<file path="src/rtl/pc_irq_source_if.sv">
// CPU-side signals seen by pc_irq_source: committed PC and interrupt-space
// store in, interrupt request out. The master modport is the CPU/top-level
// side; the slave modport is the interrupt source.
interface pc_irq_source_if;
    logic [31:0] macroscopic_pc;
    logic [31:0] m_int_addr;
    logic [3:0]  m_int_byteen;
    logic        interrupt;

    modport master (
        output macroscopic_pc,
        output m_int_addr,
        output m_int_byteen,
        input  interrupt
    );

    modport slave (
        input  macroscopic_pc,
        input  m_int_addr,
        input  m_int_byteen,
        output interrupt
    );
endinterface

</file>
<file path="src/rtl/pc_irq_source.sv">
// pc_irq_source: raises an interrupt when the committed PC hits TARGET_PC and
// holds it until the handler stores to ACK_ADDR. An optional holdoff delays
// re-arming, and FIRE_LIMIT caps the total number of interrupts (0 = unlimited).
// Optional feature macro: PC_IRQ_TIMEOUT_EN adds an acknowledge deadline of
// TIMEOUT cycles with a sticky timeout_err flag.
module pc_irq_source #(
    parameter logic [31:0] ACK_ADDR   = 32'h0000_7f20,
    parameter logic [31:0] TARGET_PC  = 32'h0000_3010,
    parameter logic [7:0]  FIRE_LIMIT = 8'd1,
    parameter logic [15:0] HOLDOFF    = 16'd0,
    parameter logic [15:0] TIMEOUT    = 16'd1024
) (
    input  logic             clk,
    input  logic             reset,
    pc_irq_source_if.slave   cpu,
    output logic [7:0]       fire_count,
    output logic             busy,
    output logic             timeout_err
);

    typedef enum logic [1:0] {
        ST_ARMED,
        ST_ASSERT,
        ST_HOLDOFF,
        ST_DONE
    } state_e;

    state_e      state_q, state_d;
    logic [7:0]  fire_cnt_q, fire_cnt_d;
    logic [15:0] hold_cnt_q, hold_cnt_d;
    logic        irq_q, irq_d;
    logic        busy_q, busy_d;
    logic        pc_was_match_q;

    logic match, ack, fire, tmo_hit, release_irq, limit_hit;

    assign match = (cpu.macroscopic_pc & 32'hffff_fffc) == (TARGET_PC & 32'hffff_fffc);
    assign ack   = (|cpu.m_int_byteen) &&
                   ((cpu.m_int_addr & 32'hffff_fffc) == (ACK_ADDR & 32'hffff_fffc));

    // A PC parked on the target fires only on its first matching cycle.
    assign fire        = (state_q == ST_ARMED) && match && !pc_was_match_q;
    assign release_irq = (state_q == ST_ASSERT) && (ack || tmo_hit);
    assign limit_hit   = (FIRE_LIMIT != 8'd0) && (fire_cnt_q >= FIRE_LIMIT);

`ifdef PC_IRQ_TIMEOUT_EN
    logic [15:0] tmo_cnt_q, tmo_cnt_d;
    logic        tmo_err_q, tmo_err_d;

    // Deadline reached on the edge that would bring the count to TIMEOUT.
    assign tmo_hit = (state_q == ST_ASSERT) &&
                     (({1'b0, tmo_cnt_q} + 17'd1) == {1'b0, TIMEOUT});

    // Deadline counter runs only in ASSERT and restarts at zero on each entry.
    always_comb begin
        tmo_cnt_d = '0;
        tmo_err_d = tmo_err_q;
        if (state_q == ST_ASSERT && state_d == ST_ASSERT)
            tmo_cnt_d = tmo_cnt_q + 16'd1;
        if (tmo_hit && !ack)
            tmo_err_d = 1'b1;
    end

    // Deadline counter and sticky error flag registers.
    always_ff @(posedge clk) begin
        if (reset) begin
            tmo_cnt_q <= '0;
            tmo_err_q <= 1'b0;
        end else begin
            tmo_cnt_q <= tmo_cnt_d;
            tmo_err_q <= tmo_err_d;
        end
    end

    assign timeout_err = tmo_err_q;
`else
    logic unused_timeout;
    assign unused_timeout = ^TIMEOUT;
    assign tmo_hit        = 1'b0;
    assign timeout_err    = 1'b0;
`endif

    // State, counters, registered outputs and PC edge flag.
    always_ff @(posedge clk) begin
        if (reset) begin
            state_q        <= ST_ARMED;
            fire_cnt_q     <= '0;
            hold_cnt_q     <= '0;
            irq_q          <= 1'b0;
            busy_q         <= 1'b0;
            pc_was_match_q <= 1'b0;
        end else begin
            state_q        <= state_d;
            fire_cnt_q     <= fire_cnt_d;
            hold_cnt_q     <= hold_cnt_d;
            irq_q          <= irq_d;
            busy_q         <= busy_d;
            pc_was_match_q <= match;
        end
    end

    // Next-state: ARMED -> ASSERT -> (HOLDOFF) -> ARMED or DONE.
    always_comb begin
        state_d = state_q;
        case (state_q)
            ST_ARMED:   if (fire) state_d = ST_ASSERT;
            ST_ASSERT:  if (release_irq) begin
                            if (HOLDOFF != 16'd0) state_d = ST_HOLDOFF;
                            else                  state_d = limit_hit ? ST_DONE : ST_ARMED;
                        end
            ST_HOLDOFF: if (hold_cnt_q == 16'd0)
                            state_d = limit_hit ? ST_DONE : ST_ARMED;
            ST_DONE:    state_d = ST_DONE;
            default:    state_d = ST_ARMED;
        endcase
    end

    // Next values of the registered outputs and the fire/holdoff counters.
    always_comb begin
        irq_d      = (state_d == ST_ASSERT);
        busy_d     = (state_d == ST_ASSERT) || (state_d == ST_HOLDOFF);
        fire_cnt_d = fire_cnt_q;
        hold_cnt_d = hold_cnt_q;
        if (fire && fire_cnt_q != 8'hff)
            fire_cnt_d = fire_cnt_q + 8'd1;
        if (state_q == ST_ASSERT && state_d == ST_HOLDOFF)
            hold_cnt_d = HOLDOFF - 16'd1;
        else if (state_q == ST_HOLDOFF && hold_cnt_q != 16'd0)
            hold_cnt_d = hold_cnt_q - 16'd1;
    end

    assign cpu.interrupt = irq_q;
    assign fire_count    = fire_cnt_q;
    assign busy          = busy_q;

endmodule

</file>
<file path="src/flat_wrapper.sv">
// flat-port wrapper written by rule: the top's interface ports become plain ports
module pc_irq_source_flat 
#(
    parameter logic [31:0] ACK_ADDR   = 32'h0000_7f20,
    parameter logic [31:0] TARGET_PC  = 32'h0000_3010,
    parameter logic [7:0]  FIRE_LIMIT = 8'd1,
    parameter logic [15:0] HOLDOFF    = 16'd0,
    parameter logic [15:0] TIMEOUT    = 16'd1024
)
  (clk, reset, fire_count, busy, timeout_err, cpu_macroscopic_pc, cpu_m_int_addr, cpu_m_int_byteen, cpu_interrupt);
  pc_irq_source_if cpu_i ();
  input  logic clk;
  input  logic reset;
  output logic [7:0] fire_count;
  output logic busy;
  output logic timeout_err;
  input wire logic [$bits(cpu_i.macroscopic_pc)-1:0] cpu_macroscopic_pc;
  input wire logic [$bits(cpu_i.m_int_addr)-1:0] cpu_m_int_addr;
  input wire logic [$bits(cpu_i.m_int_byteen)-1:0] cpu_m_int_byteen;
  output wire logic [$bits(cpu_i.interrupt)-1:0] cpu_interrupt;
  assign cpu_i.macroscopic_pc = cpu_macroscopic_pc;
  assign cpu_i.m_int_addr = cpu_m_int_addr;
  assign cpu_i.m_int_byteen = cpu_m_int_byteen;
  assign cpu_interrupt = cpu_i.interrupt;
  pc_irq_source #(.ACK_ADDR(ACK_ADDR), .TARGET_PC(TARGET_PC), .FIRE_LIMIT(FIRE_LIMIT), .HOLDOFF(HOLDOFF), .TIMEOUT(TIMEOUT)) u_core (.clk(clk), .reset(reset), .cpu(cpu_i), .fire_count(fire_count), .busy(busy), .timeout_err(timeout_err));
endmodule
</file>
<file path="config.mk">
export PLATFORM = sky130hd
export DESIGN_NAME = pc_irq_source_flat
export DESIGN_NICKNAME = d
export VERILOG_FILES = /design/src/rtl/pc_irq_source_if.sv /design/src/rtl/pc_irq_source.sv /design/src/flat_wrapper.sv
export SDC_FILE = /design/constraint.sdc
export NUM_CORES = 1
export LEC_CHECK = 0
export ABC_AREA = 1
export ABC_CLOCK_PERIOD_IN_PS = 2009
export BUFFER_PORTS_ARGS = -buffer_cell sky130_fd_sc_hd__buf_2
export CAP_MARGIN = 5
export CORE_ASPECT_RATIO = 1.5
export CORE_MARGIN = 5
export CORE_UTILIZATION = 45
export CTS_CLUSTER_SIZE = 10
export DETAILED_ROUTE_END_ITERATION = 6
export GPL_ROUTABILITY_DRIVEN = 0
export HOLD_SLACK_MARGIN = 0.06
export PLACE_DENSITY = 0.77
export SLEW_MARGIN = 10
export SYNTH_ARGS = -nofsm -noshare
export SYNTH_HDL_FRONTEND = slang
export SYNTH_SLANG_ARGS = --single-unit
</file>
<file path="constraint.sdc">
create_clock -name clk -period 2.01 [get_ports clk]
set_input_delay 0.402 -clock clk [delete_from_list [all_inputs] [get_ports clk]]
set_output_delay 0.402 -clock clk [all_outputs]
set_load 0.05 [all_outputs]
</file>
==> results_tabular.tex <==
\begin{tabular}{lr}
\hline
Metric & Value \\
\hline
\multicolumn{2}{l}{\textbf{Cells and area}} \\
\quad Commonest non-fill, non-tap cells in the layout & nand2\_1, nor2\_1, buf\_2 \\
\quad Layout fillers & 415 \\
\quad Synth-to-layout area growth & 48.72\% \\
\quad Most common library cell in the layout ignoring fill and taps & nand2\_1 \\
\quad \# nets final & 560 \\
\quad Fin cells & 548 \\
\quad Final antenna diode count & 0 \\
\quad Post-layout util & approximately 69\% \\
\quad Share of cells above drive strength 1 & between 30\% and 40\% \\
\multicolumn{2}{l}{\textbf{Synthesis}} \\
\quad Count of distinct cell types in the synthesized netlist & 26 \\
\quad Mapped cell area & $\sim$2100 um2 \\
\quad Library cell with the largest summed area after synthesis & dfxtp\_1 \\
\quad Post-synthesis share of cell area spent on and, or, nand and nor gates & between 40\% and 50\% \\
\quad Ranking of synthesized cells by area & dfxtp\_1, nand2\_1, nor2\_1, inv\_1, a21oi\_1 \\
\quad Post-synthesis net count & 436 \\
\quad Combinational family with the most area after synthesis & simple AND/OR/NAND/NOR gates \\
\quad Share of synthesized area spent on multiplexers & 0\% \\
\quad Number of flip-flops and latches in the synthesized netlist & 29 \\
\quad Synth Area per Inst & between 5 and 6 um2 \\
\quad Post-synthesis compound-gate area fraction & approximately 9.8\% \\
\quad Adder-cell area share of the yosys netlist & $\sim$4.2\% \\
\quad Gate count of the mapped netlist & between 300 and 400 \\
\quad Part of the Yosys area used for sequential elements & between 20\% and 30\% \\
\quad Number of warning messages in the yosys log & 0 \\
\quad Xor/xnor share of the synthesized area & 3.323\% \\
\quad Area share of the largest cell type after synthesis & 27.54\% \\
\multicolumn{2}{l}{\textbf{Place}} \\
\quad Detailed placer's ending HPWL & $\sim$4600 um \\
\quad I/O Buffers & 75 \\
\quad Number of cells after detailed placement & 532 \\
\multicolumn{2}{l}{\textbf{Pwr}} \\
\quad Net switching power figure & 0.0002943 W \\
\quad Leakage dissipation & about 1.6 nW \\
\quad Cell area power density & $\sim$390 nW/um2 \\
\quad Highest ir drop seen on vdd & 0.0003202 V \\
\quad Sequential share of power & 47.0\% \\
\quad Fraction of power spent switching nets & about a quarter \\
\quad Internal power & just over 0.0009 W \\
\quad Share of power burned in combinational logic & 11.0\% \\
\quad Part of the total power dissipated in the clock network & a little over two fifths \\
\multicolumn{2}{l}{\textbf{STA}} \\
\quad Worst hold slack & roughly 400 ps \\
\quad Final Max Slew Viols & 0 \\
\quad Setup Viol. Count Final & 0 \\
\quad Fin Clk Skew & between 4 and 5 ps \\
\quad Total Neg Setup Slack & 0 ps \\
\quad Unrepaired setup endpoints after global routing & true \\
\quad Post-route minimum period & about 2000 ps \\
\quad Fraction of the cycle the final worst path needs & a little over nine tenths \\
\quad Timing-limited maximum frequency & a little over 500 MHz \\
\quad Final Hold Fails & 0 \\
\multicolumn{2}{l}{\textbf{Clocking}} \\
\quad Later-pin clock latency in the skew report & between 200 and 300 ps \\
\quad Buffer levels on the longest clock path & 2 \\
\quad Total clock sinks & 29 \\
\quad Count of hold buffers inserted by post-cts repair & 0 \\
\quad CTS Root Cell & clkbuf\_8 \\
\quad Num CTS Buffers & 5 \\
\quad Clock transition at the registers of the reported paths & around 60 ps \\
\quad CTS H-tree depth & 2 \\
\quad CTS tree & yes \\
\multicolumn{2}{l}{\textbf{Floorplan}} \\
\quad Floorplan die width & about 66 um \\
\quad Core region area & between 4000 and 5000 um2 \\
\quad I/O Pins & approximately 80 \\
\quad Initial cell density of the core & between 40\% and 50\% \\
\quad Die footprint & a little over 6000 um2 \\
\quad Height of the chip & 93.83 um \\
\quad Number of cell rows & 30 \\
\multicolumn{2}{l}{\textbf{Detailed routing}} \\
\quad Final WL & just over 6000 um \\
\quad Wirelength per Cell & around 11 um \\
\quad Iteration-0 DRC count of the detailed router & around 120 \\
\quad Number of search-and-repair iterations in the first detailed-routing pass & 4 \\
\quad Overall via count from detail\_route & 2,646 \\
\quad Number of nets with antenna violations after routing & 0 \\
\quad Detailed route wirelength on metal3 & roughly 240 um \\
\quad DRC & 0 \\
\quad Vias per cell & between 4 and 5 \\
\quad Routed length on met2 & 3550 um \\
\quad Routed metal-1 wire length & around 2200 um \\
\quad DR top layer & met4 \\
\multicolumn{2}{l}{\textbf{Setup path}} \\
\quad Cell-by-cell listing of the critical path & inv\_2 -> ha\_4 -> nor2\_4 -> nand3\_2 -> nor2\_4 -> nand2\_1 -> nand3\_2 -> nand2\_2 -> nand2\_2 -> nand2\_2 -> inv\_2 -> ha\_4 -> nand2\_8 -> nand2\_8 -> nor2\_1 -> o21ai\_1 -> inv\_1 \\
\quad Nature of the critical path endpoint & flop \\
\quad WP data required & 2190 ps \\
\quad Critical path type & flop to flop \\
\quad Cell with the largest stage delay on the worst path & dfxtp\_4 \\
\quad Maximum fanout encountered on the critical timing path & 6 \\
\quad Reg2reg path depth & 17 \\
\quad CP most frequent cell & nand2\_2 \\
\quad Data arrival time of the critical path & around 2100 ps \\
\quad Worst stage delay on the critical path & approximately 350 ps \\
\quad Kind of start point of the critical path & flop \\
\multicolumn{2}{l}{\textbf{Global route}} \\
\quad Global routing usage summed across all routing layers & 19.62\% \\
\quad Via count of the first global-routing pass & about 2,500 \\
\quad First-pass GRT wire length & 9604 um \\
\quad Number of antenna violations at the first check in global routing & 0 \\
\quad Largest net degree at the start of global routing & 16 \\
\quad Total grt overflow & 0 \\
\multicolumn{2}{l}{\textbf{Run status}} \\
\quad Result of the run & finished clean \\
\multicolumn{2}{l}{\textbf{Hold path}} \\
\quad Number of cells on the worst hold path & 2 \\
\quad Type of the most critical hold path & input pin to flop \\
\multicolumn{2}{l}{\textbf{Job}} \\
\quad Max-capacitance violation count & 0 \\
\hline
\end{tabular}
## kinds of logic (layout without fill, tap and decap cells)
logic type	count (synthesis)	in the layout
simple gates	222	223
buf+inv	52	176
xor+xnor	8	8
fa+ha+maj	7	7
compound gates	40	40
flops	29	29
other cells	1	1
## per-stage QoR
stage / area (um2) / setup slack, ps / total power, W
after floorplan: 2126 / -10.96 / 0.0006312
after global placement: 2844 / -102.3 / 0.0007142
after detailed placement: 2844 / -141.7 / 0.0007183
after CTS: 3027 / -29.48 / 0.001223
after global routing: 3136 / -108.4 / 0.001261
final: 3136 / 51.80 / 0.001216
## final timing paths
| check | start | to | slack [ps] |
|---|---|---|---|
| max | u_core.fire_count[1]$_SDFFE_PP0P_ | u_core.hold_cnt_q[1]$_SDFFE_PP0P_ | 50 |
| min | reset | u_core.state_q[0]$_SDFF_PP0_ | 400 |
| max reg2reg | u_core.fire_count[1]$_SDFFE_PP0P_ | u_core.hold_cnt_q[1]$_SDFFE_PP0P_ | 50 |
| min reg2reg | u_core.hold_cnt_q[15]$_SDFFE_PP0P_ | u_core.hold_cnt_q[15]$_SDFFE_PP0P_ | 470 |
## power by group through the flow
| stage | Sequential [W] | Combinational [W] | Clock, W |
|---|---|---|---|
| final | 0.000572 | 0.000134 | 0.000511 |
| after CTS | 0.000572 | 0.000134 | 0.000517 |
| after floorplan | 0.000585 | 0.0000466 | 0 |
| after detailed placement | 0.000585 | 0.000134 | 0 |
| after global routing | 0.000571 | 0.000150 | 0.000540 |
| after global placement | 0.000585 | 0.000130 | 0 |
## final cells by class
class | count | area, um2 | share of cell area (%)
flip-flops and latches | 29 | 599.3 | 19.11
inverters | 49 | 193.9 | 6.185
clock buffers | 8 | 90.09 | 2.873
well taps | 64 | 80.08 | 2.554
repair buffers | 119 | 709.4 | 22.63
multi-input cells | 279 | 1463 | 46.65
## metal layers
metal,global-route usage (%),vias up
li1,-,1382
met1,17.85,1188
met2,39.25,59
met3,4.431,17
met4,8.651,0
met5,0,-
## critical path: cells and delay by family, from the launching register on
family | cells | cell delay [ps]
AOI/OAI and AO/OA | 1 | 130
DFF | 1 | 350
and+or+nand+nor | 11 | 910
adders and majority gates | 2 | 300
buffers and inverters | 3 | 160
## cells in the mapped netlist
cell      count
nor3_1        4
nand2_4       2
conb_1        1
nor2_4        2
clkinv_4      1
nand3_1      15
ha_1          7
nand4_1      11
inv_1        44
nor2_2        6
buf_4         1
nand2_2       4
xor2_1        5
inv_4         1
o21ai_0      15
nor2_1       87
dfxtp_1      29
a31oi_1       5
nand2_1      87
xnor2_1       3
o21ai_1       2
clkbuf_1      2
or2_1         1
a21oi_1      18
inv_2         3
nand3b_1      3
## flip-flops by register name (all words and copies together) (netlist names)
register	flops
u_core.pc_was_match_q	1
u_core.busy	1
u_core.fire_count	8
u_core.cpu.interrupt	1
u_core.hold_cnt_q	16
u_core.state_q	2
## what timing repair did
| action | 4_1_cts | 5_1_grt |
|---|---|---|
| endpoints found under the setup margin | 12 | 17 |
| gates resized for setup | 13 | 29 |
| gates cloned | 1 | 0 |
| setup buffers | 6 | 2 |
| pin swaps | 7 | 19 |
Note: power is estimated with default switching activity, not from simulation.
